--- src/rtl/hud_pkg.sv ---
// Shared constants for the HUD tile map: sprite codes, converter FSM state
// codes and small constant helpers.
package hud_pkg;

    // Sprite codes understood by the tile renderer
    localparam logic [5:0] SprDigitBase  = 6'd0;
    localparam logic [5:0] SprLetterBase = 6'd11;
    localparam logic [5:0] SprBox        = 6'd37;
    localparam logic [5:0] SprEmpty      = 6'd45;

    // Converter FSM state encoding
    typedef logic [1:0] hud_state_t;
    localparam hud_state_t StIdle  = 2'd0;
    localparam hud_state_t StShift = 2'd1;
    localparam hud_state_t StLatch = 2'd2;

    // Sprite code for an upper-case ASCII letter
    function automatic logic [5:0] letter_code(input logic [7:0] c);
        logic [7:0] ofs;
        ofs = c - 8'h41;
        return SprLetterBase + ofs[5:0];
    endfunction

    // 10^n, used to size the saturation limit at elaboration
    function automatic int unsigned pow10(input int unsigned n);
        int unsigned r;
        r = 1;
        for (int unsigned i = 0; i < n; i++) begin
            r = r * 10;
        end
        return r;
    endfunction

endpackage

--- src/rtl/bin2bcd_seq.sv ---
// Sequential double-dabble binary to BCD converter, one iteration per clock.
// start loads a snapshot of bin (and aborts any conversion in flight); done is
// high in the cycle whose closing edge performs the final iteration, so bcd
// holds the finished result from the following cycle until the next start.
module bin2bcd_seq
    import hud_pkg::*;
#(
    parameter int unsigned SCORE_W      = 20,
    parameter int unsigned SCORE_DIGITS = 6
) (
    input  logic                      Clk,
    input  logic                      Reset,
    input  logic                      start,
    input  logic [SCORE_W-1:0]        bin,
    output logic                      busy,
    output logic                      done,
    output logic [4*SCORE_DIGITS-1:0] bcd
);

    localparam int unsigned BcdW = 4 * SCORE_DIGITS;
    localparam int unsigned SrW  = BcdW + SCORE_W;
    localparam int unsigned CntW = $clog2(SCORE_W + 1);
    localparam logic [CntW-1:0] CntInit = SCORE_W[CntW-1:0];
    localparam logic [CntW-1:0] CntOne  = 1;

    // {bcd digits, remaining binary bits}
    logic [SrW-1:0]  sr_q, sr_d, adj;
    logic [CntW-1:0] cnt_q, cnt_d;
    logic            busy_q, busy_d;

    // Add-3 correction on every digit that is 5 or more, ahead of the shift
    always_comb begin
        adj = sr_q;
        for (int i = 0; i < SCORE_DIGITS; i++) begin
            if (adj[SCORE_W + 4*i +: 4] >= 4'd5) begin
                adj[SCORE_W + 4*i +: 4] = adj[SCORE_W + 4*i +: 4] + 4'd3;
            end
        end
    end

    // Load on start, otherwise shift one bit per cycle while busy
    always_comb begin
        sr_d   = sr_q;
        cnt_d  = cnt_q;
        busy_d = busy_q;
        if (start) begin
            sr_d   = {{BcdW{1'b0}}, bin};
            cnt_d  = CntInit;
            busy_d = 1'b1;
        end else if (busy_q) begin
            sr_d  = {adj[SrW-2:0], 1'b0};
            cnt_d = cnt_q - CntOne;
            if (cnt_q == CntOne) begin
                busy_d = 1'b0;
            end
        end
    end

    // Converter state registers
    always_ff @(posedge Clk) begin
        if (Reset) begin
            sr_q   <= '0;
            cnt_q  <= '0;
            busy_q <= 1'b0;
        end else begin
            sr_q   <= sr_d;
            cnt_q  <= cnt_d;
            busy_q <= busy_d;
        end
    end

    assign busy = busy_q;
    // A start in the same cycle aborts, so it masks completion
    assign done = busy_q && (cnt_q == CntOne) && !start;
    assign bcd  = sr_q[SCORE_W +: BcdW];

endmodule

--- src/rtl/hud_tile_map.sv ---
// HUD tile map: HOLD/QUEUE/SCORE labels, preview boxes and a saturating
// decimal score, rendered as one registered sprite code per screen tile.
module hud_tile_map
    import hud_pkg::*;
#(
    parameter int unsigned TILE_PX      = 20,
    parameter int unsigned SCORE_DIGITS = 6,
    parameter int unsigned SCORE_W      = 20,
    parameter int unsigned LABEL_ROW    = 4,
    parameter int unsigned SCORE_ROW    = 11
) (
    input  logic       Clk,
    input  logic       Reset,
    input  logic [9:0] DrawX,
    input  logic [9:0] DrawY,
    input  logic       add_valid,
    input  logic [9:0] add_amount,
    output logic       add_ready,
    input  logic       score_clear,
    output logic [5:0] spriteindex
);

    localparam int unsigned BcdW        = 4 * SCORE_DIGITS;
    localparam int unsigned ScoreMaxInt = pow10(SCORE_DIGITS) - 1;
    localparam logic [SCORE_W:0] ScoreMax = ScoreMaxInt[SCORE_W:0];
    localparam logic [9:0] TilePx   = TILE_PX[9:0];
    localparam logic [9:0] LabelRow = LABEL_ROW[9:0];
    localparam logic [9:0] ScoreRow = SCORE_ROW[9:0];

    logic [SCORE_W-1:0] score_q, score_d;
    logic [SCORE_W:0]   sum;
    hud_state_t         state_q, state_d;
    logic               start_q, start_d;
    logic [BcdW-1:0]    digits_q, digits_d;
    logic [BcdW-1:0]    conv_bcd;
    logic               conv_busy, conv_done;

    logic [9:0] tx, ty, col;
    logic [3:0] dig;
    logic [5:0] sprite_d;
    logic [5:0] sprite_q;

    // The converter is only ever busy outside IDLE; the extra term is a guard
    assign add_ready = (state_q == StIdle) && !conv_busy;

    // Saturating sum of the current score and the requested amount
    always_comb begin
        sum = {1'b0, score_q} + {{(SCORE_W + 1 - 10){1'b0}}, add_amount};
        if (sum > ScoreMax) begin
            sum = ScoreMax;
        end
    end

    // Score update and converter FSM; clear wins over add and over any state
    always_comb begin
        score_d  = score_q;
        state_d  = state_q;
        start_d  = 1'b0;
        digits_d = digits_q;
        if (score_clear) begin
            score_d = '0;
            state_d = StShift;
            start_d = 1'b1;
        end else begin
            case (state_q)
                StIdle: begin
                    if (add_valid && add_ready) begin
                        score_d = sum[SCORE_W-1:0];
                        state_d = StShift;
                        start_d = 1'b1;
                    end
                end
                StShift: begin
                    if (conv_done) begin
                        state_d = StLatch;
                    end
                end
                StLatch: begin
                    // All digits swap together, never a half-converted value
                    digits_d = conv_bcd;
                    state_d  = StIdle;
                end
                default: state_d = StIdle;
            endcase
        end
    end

    // Score, FSM and displayed-digit registers
    always_ff @(posedge Clk) begin
        if (Reset) begin
            score_q  <= '0;
            state_q  <= StIdle;
            start_q  <= 1'b0;
            digits_q <= '0;
        end else begin
            score_q  <= score_d;
            state_q  <= state_d;
            start_q  <= start_d;
            digits_q <= digits_d;
        end
    end

    // start_q fires the cycle after the score register settles, so the
    // converter snapshots the already-updated score
    bin2bcd_seq #(
        .SCORE_W      (SCORE_W),
        .SCORE_DIGITS (SCORE_DIGITS)
    ) u_bin2bcd (
        .Clk   (Clk),
        .Reset (Reset),
        .start (start_q),
        .bin   (score_q),
        .busy  (conv_busy),
        .done  (conv_done),
        .bcd   (conv_bcd)
    );

    // Displayed digit for the tile under the beam, most significant leftmost
    always_comb begin
        dig = 4'd0;
        for (int i = 0; i < SCORE_DIGITS; i++) begin
            if (tx == 10'(14 + i)) begin
                dig = digits_q[(SCORE_DIGITS - 1 - i)*4 +: 4];
            end
        end
    end

    // Tile decode; earlier branches take priority on overlap
    always_comb begin
        tx       = DrawX / TilePx;
        ty       = DrawY / TilePx;
        col      = tx - 10'd14;
        sprite_d = SprEmpty;
        if (DrawX >= 10'd640 || DrawY >= 10'd480) begin
            sprite_d = SprEmpty;
        end else if (ty == LabelRow && tx <= 10'd3) begin
            case (tx)
                10'd0:   sprite_d = letter_code("H");
                10'd1:   sprite_d = letter_code("O");
                10'd2:   sprite_d = letter_code("L");
                default: sprite_d = letter_code("D");
            endcase
        end else if (ty == LabelRow && tx >= 10'd14 && tx <= 10'd18) begin
            case (col)
                10'd0:   sprite_d = letter_code("Q");
                10'd1:   sprite_d = letter_code("U");
                10'd2:   sprite_d = letter_code("E");
                10'd3:   sprite_d = letter_code("U");
                default: sprite_d = letter_code("E");
            endcase
        end else if (ty >= LabelRow + 10'd1 && ty <= LabelRow + 10'd4 &&
                     (tx <= 10'd3 || (tx >= 10'd14 && tx <= 10'd17))) begin
            sprite_d = SprBox;
        end else if (ty == ScoreRow && tx >= 10'd14 && tx <= 10'd18) begin
            case (col)
                10'd0:   sprite_d = letter_code("S");
                10'd1:   sprite_d = letter_code("C");
                10'd2:   sprite_d = letter_code("O");
                10'd3:   sprite_d = letter_code("R");
                default: sprite_d = letter_code("E");
            endcase
        end else if (ty == ScoreRow + 10'd1 && tx >= 10'd14 &&
                     tx < 10'(14 + SCORE_DIGITS)) begin
            sprite_d = SprDigitBase + {2'b00, dig};
        end
    end

    // Registered sprite output, one cycle behind DrawX/DrawY
    always_ff @(posedge Clk) begin
        if (Reset) begin
            sprite_q <= SprEmpty;
        end else begin
            sprite_q <= sprite_d;
        end
    end

    assign spriteindex = sprite_q;

endmodule

--- config.mk ---
export PLATFORM = sky130hd
export DESIGN_NAME = hud_tile_map
export DESIGN_NICKNAME = d
export VERILOG_FILES = /design/src/rtl/hud_pkg.sv /design/src/rtl/bin2bcd_seq.sv /design/src/rtl/hud_tile_map.sv
export SDC_FILE = /design/constraint.sdc
export NUM_CORES = 1
export LEC_CHECK = 0
export BUFFER_PORTS_ARGS = -buffer_cell sky130_fd_sc_hd__buf_2
export CAP_MARGIN = 20
export CORE_MARGIN = 8
export CORE_UTILIZATION = 55
export DETAILED_ROUTE_END_ITERATION = 16
export PLACE_DENSITY = 0.77
export REMOVE_ABC_BUFFERS = 1
export SYNTH_ARGS = -nofsm -noshare
export SYNTH_HDL_FRONTEND = slang
export SYNTH_HIERARCHICAL = 1
export SYNTH_SLANG_ARGS = --single-unit
export TNS_END_PERCENT = 100
--- constraint.sdc ---
create_clock -name Clk -period 6.8 [get_ports Clk]
set_clock_uncertainty 0.15 [all_clocks]
set_input_delay 1.02 -clock Clk [delete_from_list [all_inputs] [get_ports Clk]]
set_output_delay 1.02 -clock Clk [all_outputs]
set_load 0.005 [all_outputs]
==> results of run 1 <==
[per-layer routing]
layer | share of wire, % | vias to the layer above | routed length [µm] | track usage [%]
li1 | - | 3483 | - | -
met1 | 48 | 3174 | 7750 | 23.3
met2 | 46 | 163 | 7530 | 30.1
met3 | 4.3 | 28 | 699 | 3.01
met4 | 1.9 | 0 | 316 | 7.66
met5 | 0 | - | 0 | 0
[path summary, 6_finish.rpt]
check	slack [ns]	end	cells after the start	start
max	2.12	spriteindex[3]	15	DrawX[7]
min	0.31	digits_q[20]	2	digits_q[20]
max reg2reg	3.31	score_q[0]	11	score_q[0]
min reg2reg	0.31	digits_q[20]	2	digits_q[20]
[where the power goes]
| group | switching [mW] | internal, mW | leakage (nW) |
|---|---|---|---|
| logic | 0.178 | 0.0976 | 1.67 |
| clock network | 0.213 | 0.266 | 0.138 |
| registers | 0.0146 | 0.616 | 0.834 |
[layout make-up]
class,instances,share of cell area [%]
multi-input cells,751,62.6
flip-flops and latches,103,26.6
clock buffers,12,3.31
well taps,176,2.84
repair buffers,40,2.71
inverters,34,1.65
clock inverters,3,0.242
[sequential cells by signal (all words and copies together), names as in the netlist]
| name | flops |
|---|---|
| digits_q | 24 |
| u_bin2bcd/busy | 1 |
| u_bin2bcd/cnt_q | 5 |
| state_q | 2 |
| score_q | 20 |
| u_bin2bcd/sr_q | 44 |
| start_q | 1 |
| spriteindex | 6 |
[cells by family (layout without fill, tap and decap cells)]
group,after synthesis,count (layout),share of synthesized area [%]
mux,26,26,3.91
simple gates,378,378,26.9
fa+ha+maj,27,27,4.69
flops,103,103,28.0
compound gates,293,293,27.2
xor+xnor,27,27,3.21
buf+inv,99,89,6.13
[synth_stat cells, types with 9 or more instances]
library cell | count | area [µm²]
a2111o_1 | 9 | 101
a211oi_1 | 11 | 82.6
a21o_1 | 9 | 67.6
a21oi_1 | 95 | 475
a31oi_1 | 16 | 100
buf_2 | 21 | 105
clkbuf_1 | 34 | 128
dfxtp_1 | 103 | 2060
ha_1 | 26 | 325
inv_1 | 31 | 116
mux2_2 | 22 | 248
nand2_1 | 142 | 533
nand2b_1 | 19 | 119
nand3_1 | 35 | 175
nand3b_1 | 9 | 67.6
nand4_1 | 12 | 75.1
nor2_1 | 39 | 146
nor2b_1 | 12 | 75.1
nor3_1 | 22 | 110
o211ai_1 | 16 | 120
o21a_1 | 11 | 82.6
o21ai_0 | 46 | 230
xnor2_1 | 17 | 149
xor2_1 | 10 | 87.6
[worst min-delay path, cell delays in order, from the launching register on]
cell and delay (ns):
dfxtp_1 0.30, nand2_1 0.06, a21oi_1 0.05
[layout by cell type, fill, tap and decap left out, types with 22 or more instances in the layout]
| cell type | count |
|---|---|
| mux2_2 | 22 |
| dfxtp_1 | 102 |
| nor2_1 | 39 |
| a21oi_1 | 95 |
| nand3_1 | 35 |
| buf_2 | 36 |
| nor3_1 | 22 |
| o21ai_0 | 46 |
| ha_1 | 26 |
| inv_1 | 31 |
| nand2_1 | 142 |
==> impl_metrics.toml, run 1 <==
[yosys]
async_reset_ff_share_pct = 0
synth_warnings = 6
synthCells = 953
synth-edff-count = 0
netlist_area_um2 = 7370
ys_seq_elements = 103
synth_ff_type = "dfxtp_1"
avgSynthCellArea_um2 = 7.73
ys_types = 92
seq_area_frac_synth_pct = 28.0

[route]
post_drt_wl_per_cell_um = 14.6
drtAntennaViolNets = 0
avgViaCountPerCell = 6.12
drt_iter0_markers = 368
dr_total_vias = 6848
route.detailed.drc = 0
first_pass_iters = 5
drt-total-wl_mm = 16.3

[clock_network]
root_buffer = "clkbuf_16"
cts_max_level = 3
cts_num_sinks = 103
ctsHoldBuffers = 0
cts_buffers = 9
clkTransAtPathRegs_ns = 0.06
clock_latency_ns = 0.34
cts_setup_buffers = 0
clock_path_buffers = 2
cts_tree = "built"
ctsResizeCount = 0

[sta]
fmax_mhz = 214
finalHoldWorstSlack_ns = 0.310
max_slew.worst_pin.slew_ns = 1.01
setup_ws_ns = 2.12
setup_violations = 0
rsz0062_at_grt = "no"
maxSlewViolCount = 0
fin_crit_ns = 4.68
maxSlewHeadroom_pct = 32.7
timing.setup.tns_ns = 0
final_hold_viol_count = 0
period_share_pct = 68.8

[worst_setup_path]
cpMaxStageDelayCell = "a2bb2oi_1"
critPathMaxStageDelay_ns = 0.55
crit_chain = "buf_2 > nor3b_1 > nand2_1 > nand2_1 > a2bb2oi_1 > a21oi_4 > inv_2 > ha_1 > inv_1 > nor3_1 > nand2_1 > nor3_1 > a311o_1 > a211oi_2 > o31ai_1"
required_ns = 6.89
cp_common_cell = "nand2_1"
cp-start-kind = "input pin"
critPathCaptureType = "register"
crit_fanout = 18
critical-path-top-delay-family = "simple AND/OR/NAND/NOR gates"
cp.arrival_ns = 4.77
crit_type = "in2reg"
path_buf_inv = 3

[die]
rows = 42
die_w_um = 132
die_area_um2 = 17400
start_util_pct = 56.1
die_y_um = 132
ios = 41
core_area_um2 = 13100

[global_route]
overflow = 0
antenna_found_initial = 0
grt_usage_pct = 18.3
grt_pass1_wl_mm = 27.9
grt_pass1_vias = 6096
grt_max_degree = 87

[final_layout]
fin_util_pct = 59.0
fill_cells = 1254
diodes = 0
multi_input_area_um2 = 4860
finalInstanceArea_um2 = 7750
seq_area_um2 = 2060
syn_to_final_growth_pct = 5.27
final_cells = 1119
nNetsFinal = 1000
drive_above_1_share_pct = 11.7

[place]
place_inst = 1104
gp_congestion = 0.892
dpl_cell_area_um2 = 7480
io_buffers = 36
place_ws_ns = 1.95
hpwl_mm = 11.4

[hold_path]
min_path_type = "reg2reg"

[power]
vdd_drop_max_uv = 131
powerDensity_nw_per_um2 = 179
leakagePower_nw = 2.65
finalPower_mw = 1.38

[run]
drv_cap = 0

[outcome]
status = "complete, no violations"
No activity file was read; power rests on OpenSTA's default activity.
==> run 2: changes to the inputs <==
--- a/config.mk
+++ b/config.mk
@@ -5,6 +5,7 @@
 export SDC_FILE = /design/constraint.sdc
 export NUM_CORES = 1
 export LEC_CHECK = 0
+export ABC_AREA = 1
 export BUFFER_PORTS_ARGS = -buffer_cell sky130_fd_sc_hd__buf_2
 export CAP_MARGIN = 20
 export CORE_MARGIN = 8
==> constraint.sdc (replaced) <==
create_clock -name Clk -period 4.8 [get_ports Clk]
set_clock_uncertainty 0.15 [all_clocks]
set_input_delay 0.72 -clock Clk [delete_from_list [all_inputs] [get_ports Clk]]
set_output_delay 0.72 -clock Clk [all_outputs]
set_load 0.005 [all_outputs]
==> run 2 against run 1 <==
Register-to-register slack worse by 2.3 ns. Clock power rose by 45%. Worst hold slack worse by 0.012 ns.
==> impl_metrics.toml, run 2 <==
[outcome]
status = "complete, no violations"

[yosys]
seq_area_frac_synth_pct = 32.0
ys_types = 45
yosysTopAreaCellShare_pct = 32.0
synth.most_common_cell = "nand2_1"
synth_ff_type = "dfxtp_1"
async_reset_ff_share_pct = 0
synth-edff-count = 0
avgSynthCellArea_um2 = 6.58
ys_seq_elements = 103
synth_warnings = 6
synth_area_leaders = "dfxtp_1, nand2_1, inv_1, a21oi_1, nand3_1"
synth_top_area_cell = "dfxtp_1"
netlist_area_um2 = 6440
yosys-top-cells-count = "nand2_1, inv_1, dfxtp_1"
synthCells = 978

[worst_setup_path]
timing.rr.end = "score_q[7]"
crit_chain = "buf_2 > ha_1 > nand3_1 > nand2_1 > a21oi_1 > o21bai_1 > nand3_1 > o21ai_1 > nand2_1 > a21oi_1 > nand2_1 > nor2_1 > nand3_1 > nor2_1 > nand2_1 > xnor2_1 > nand4_2 > nand2_1 > or2_1 > a21oi_1"
crit_type = "in2reg"
r2r_start = "score_q[2]"
critPathMaxStageDelay_ns = 0.37
cpMaxStageDelayCell = "nand2_1"
cp_common_cell = "nand2_1"
reg2reg_slack_ns = 0.98
cp.arrival_ns = 4.03
cp-start-kind = "input pin"
critPathCaptureType = "register"
r2r_cells = 19
crit_fanout = 10
required_ns = 4.88

[power]
power_frac_comb_pct = 22.6
powerDensity_nw_per_um2 = 298
leakagePower_nw = 3.18
pwr-share-clk_pct = 33.4
vdd_drop_max_uv = 153
finalPower_mw = 2.07
switching_share_pct = 32.1
p_int_mw = 1.41
p_sw_mw = 0.665
seqPwrFrac_pct = 44.0

[route]
drtAntennaViolNets = 0
drt_iter0_markers = 459
drt-total-wl_mm = 14.0
route.detailed.drc = 0
dr_total_vias = 6129
avgViaCountPerCell = 5.33
post_drt_wl_per_cell_um = 12.2
first_pass_iters = 7

[die]
start_util_pct = 56.4
core_area_um2 = 11400
rows = 39
die_y_um = 124
die_w_um = 124
die_area_um2 = 15400
ios = 41

[final_layout]
top_register = "u_bin2bcd/sr_q"
final_common_cell = "nand2_1"
nNetsFinal = 1062
top_regs = "u_bin2bcd/sr_q (44), digits_q (24), score_q (20)"
diodes = 0
multi_input_area_um2 = 3620
fill_cells = 1071
finalInstanceArea_um2 = 6970
syn_to_final_growth_pct = 8.22
seq_area_um2 = 2060
largest_reg_flops = 44
fin_util_pct = 61.0
final_cells = 1149
layout_common_cells = "nand2_1, inv_1, dfxtp_1"
drive_above_1_share_pct = 10.4

[hold_path]
hold_depth = 2
min_path_type = "reg2reg"
hold_path_end = "digits_q[11]"
hp-start = "digits_q[11]"

[place]
io_buffers = 36
dpl_cell_area_um2 = 6690
place_inst = 1133
hpwl_mm = 10.2
gp_congestion = 0.851

[clock_network]
clock_path_buffers = 2
root_buffer = "clkbuf_16"
cts_setup_buffers = 0
clkTransAtPathRegs_ns = 0.07
clock_latency_ns = 0.35
cts_buffers = 9
cts_tree = "built"
cts_max_level = 3
ctsHoldBuffers = 0
cts_num_sinks = 103
ctsResizeCount = 0

[sta]
setup_violations = 0
period_share_pct = 82.3
max_slew.worst_pin.slew_ns = 0.797
fmax_mhz = 253
fin_crit_ns = 3.95
timing.setup.tns_ns = 0
maxSlewViolCount = 0
rsz0062_at_grt = "no"
maxSlewHeadroom_pct = 46.4
final_hold_viol_count = 0

[run]
drv_cap = 0

[global_route]
antenna_found_initial = 0
grt_usage_pct = 18.4
grt_max_degree = 49
grt_pass1_vias = 5650
overflow = 0
grt_pass1_wl_mm = 25.1
[run 2: changes by cell type after synthesis, moves of 21 or more]
cell and change:
inv_1 +114, nand2_1 +80, nor2_1 +47, nand3_1 +35, mux2_2 -22, a21oi_1 -21
[run 2: kinds of logic after synthesis]
family          after synthesis  synth area share [%]
simple gates                463                  32.3
flops                       103                  32.0
buf+inv                     188                  11.7
fa+ha+maj                    27                  5.36
xor+xnor                     19                  2.58
compound gates              178                  16.0
[run 2: metal layers]
layer	up-vias	GRT usage, %	share of wire, %
met2	115	29.9	45
met3	15	2.94	4.0
met5	-	0	0
met4	0	6.17	1.5
met1	2776	24.1	49
li1	3223	-	-
[run 2: area by class of cell]
class	count	share of cell area [%]
clock buffers	10	3.43
clock inverters	6	0.646
inverters	159	8.65
multi-input cells	687	52.0
flip-flops and latches	103	29.6
well taps	143	2.57
repair buffers	41	3.12
[run 2: how the worst max path moves through the flow]
stage | from | to | slack, ns | cells after the start
2_1_floorplan | DrawX[7] | spriteindex[3] | 0.99 | 27
3_3_place_gp | DrawX[7] | spriteindex[4] | 0.57 | 30
3_5_place_dp | DrawX[7] | spriteindex[4] | 0.49 | 30
4_1_cts | DrawX[7] | spriteindex[4] | 0.85 | 30
5_1_grt | DrawX[7] | spriteindex[4] | 0.33 | 31
6_report | add_amount[2] | score_q[7] | 0.85 | 20
[run 2: stage by stage]
stage	setup slack (ns)	hold slack, ns
6_report	0.852	0.297
3_3_place_gp	0.567	0.284
5_1_grt	0.328	0.321
2_1_floorplan	0.991	0.276
3_5_place_dp	0.494	0.291
4_1_cts	0.849	0.301
[run 2: power groups by stage]
stage               clock network (mW)  registers, mW  logic [mW]
floorplan                            0          0.933       0.355
global placement                     0          0.932       0.459
detailed placement                   0          0.932       0.467
CTS                              0.704          0.913       0.469
global route                     0.738          0.918       0.542
finish                           0.692          0.914       0.468
[run 2: critical path, delay by kind of cell]
family                     cells  cell delay [ns]
AOI/OAI and AO/OA              5             0.75
xor gates and xnor gates       1             0.25
buffers and inverters          1             0.10
and+or+nand+nor               12             1.87
adders and majority gates      1             0.34
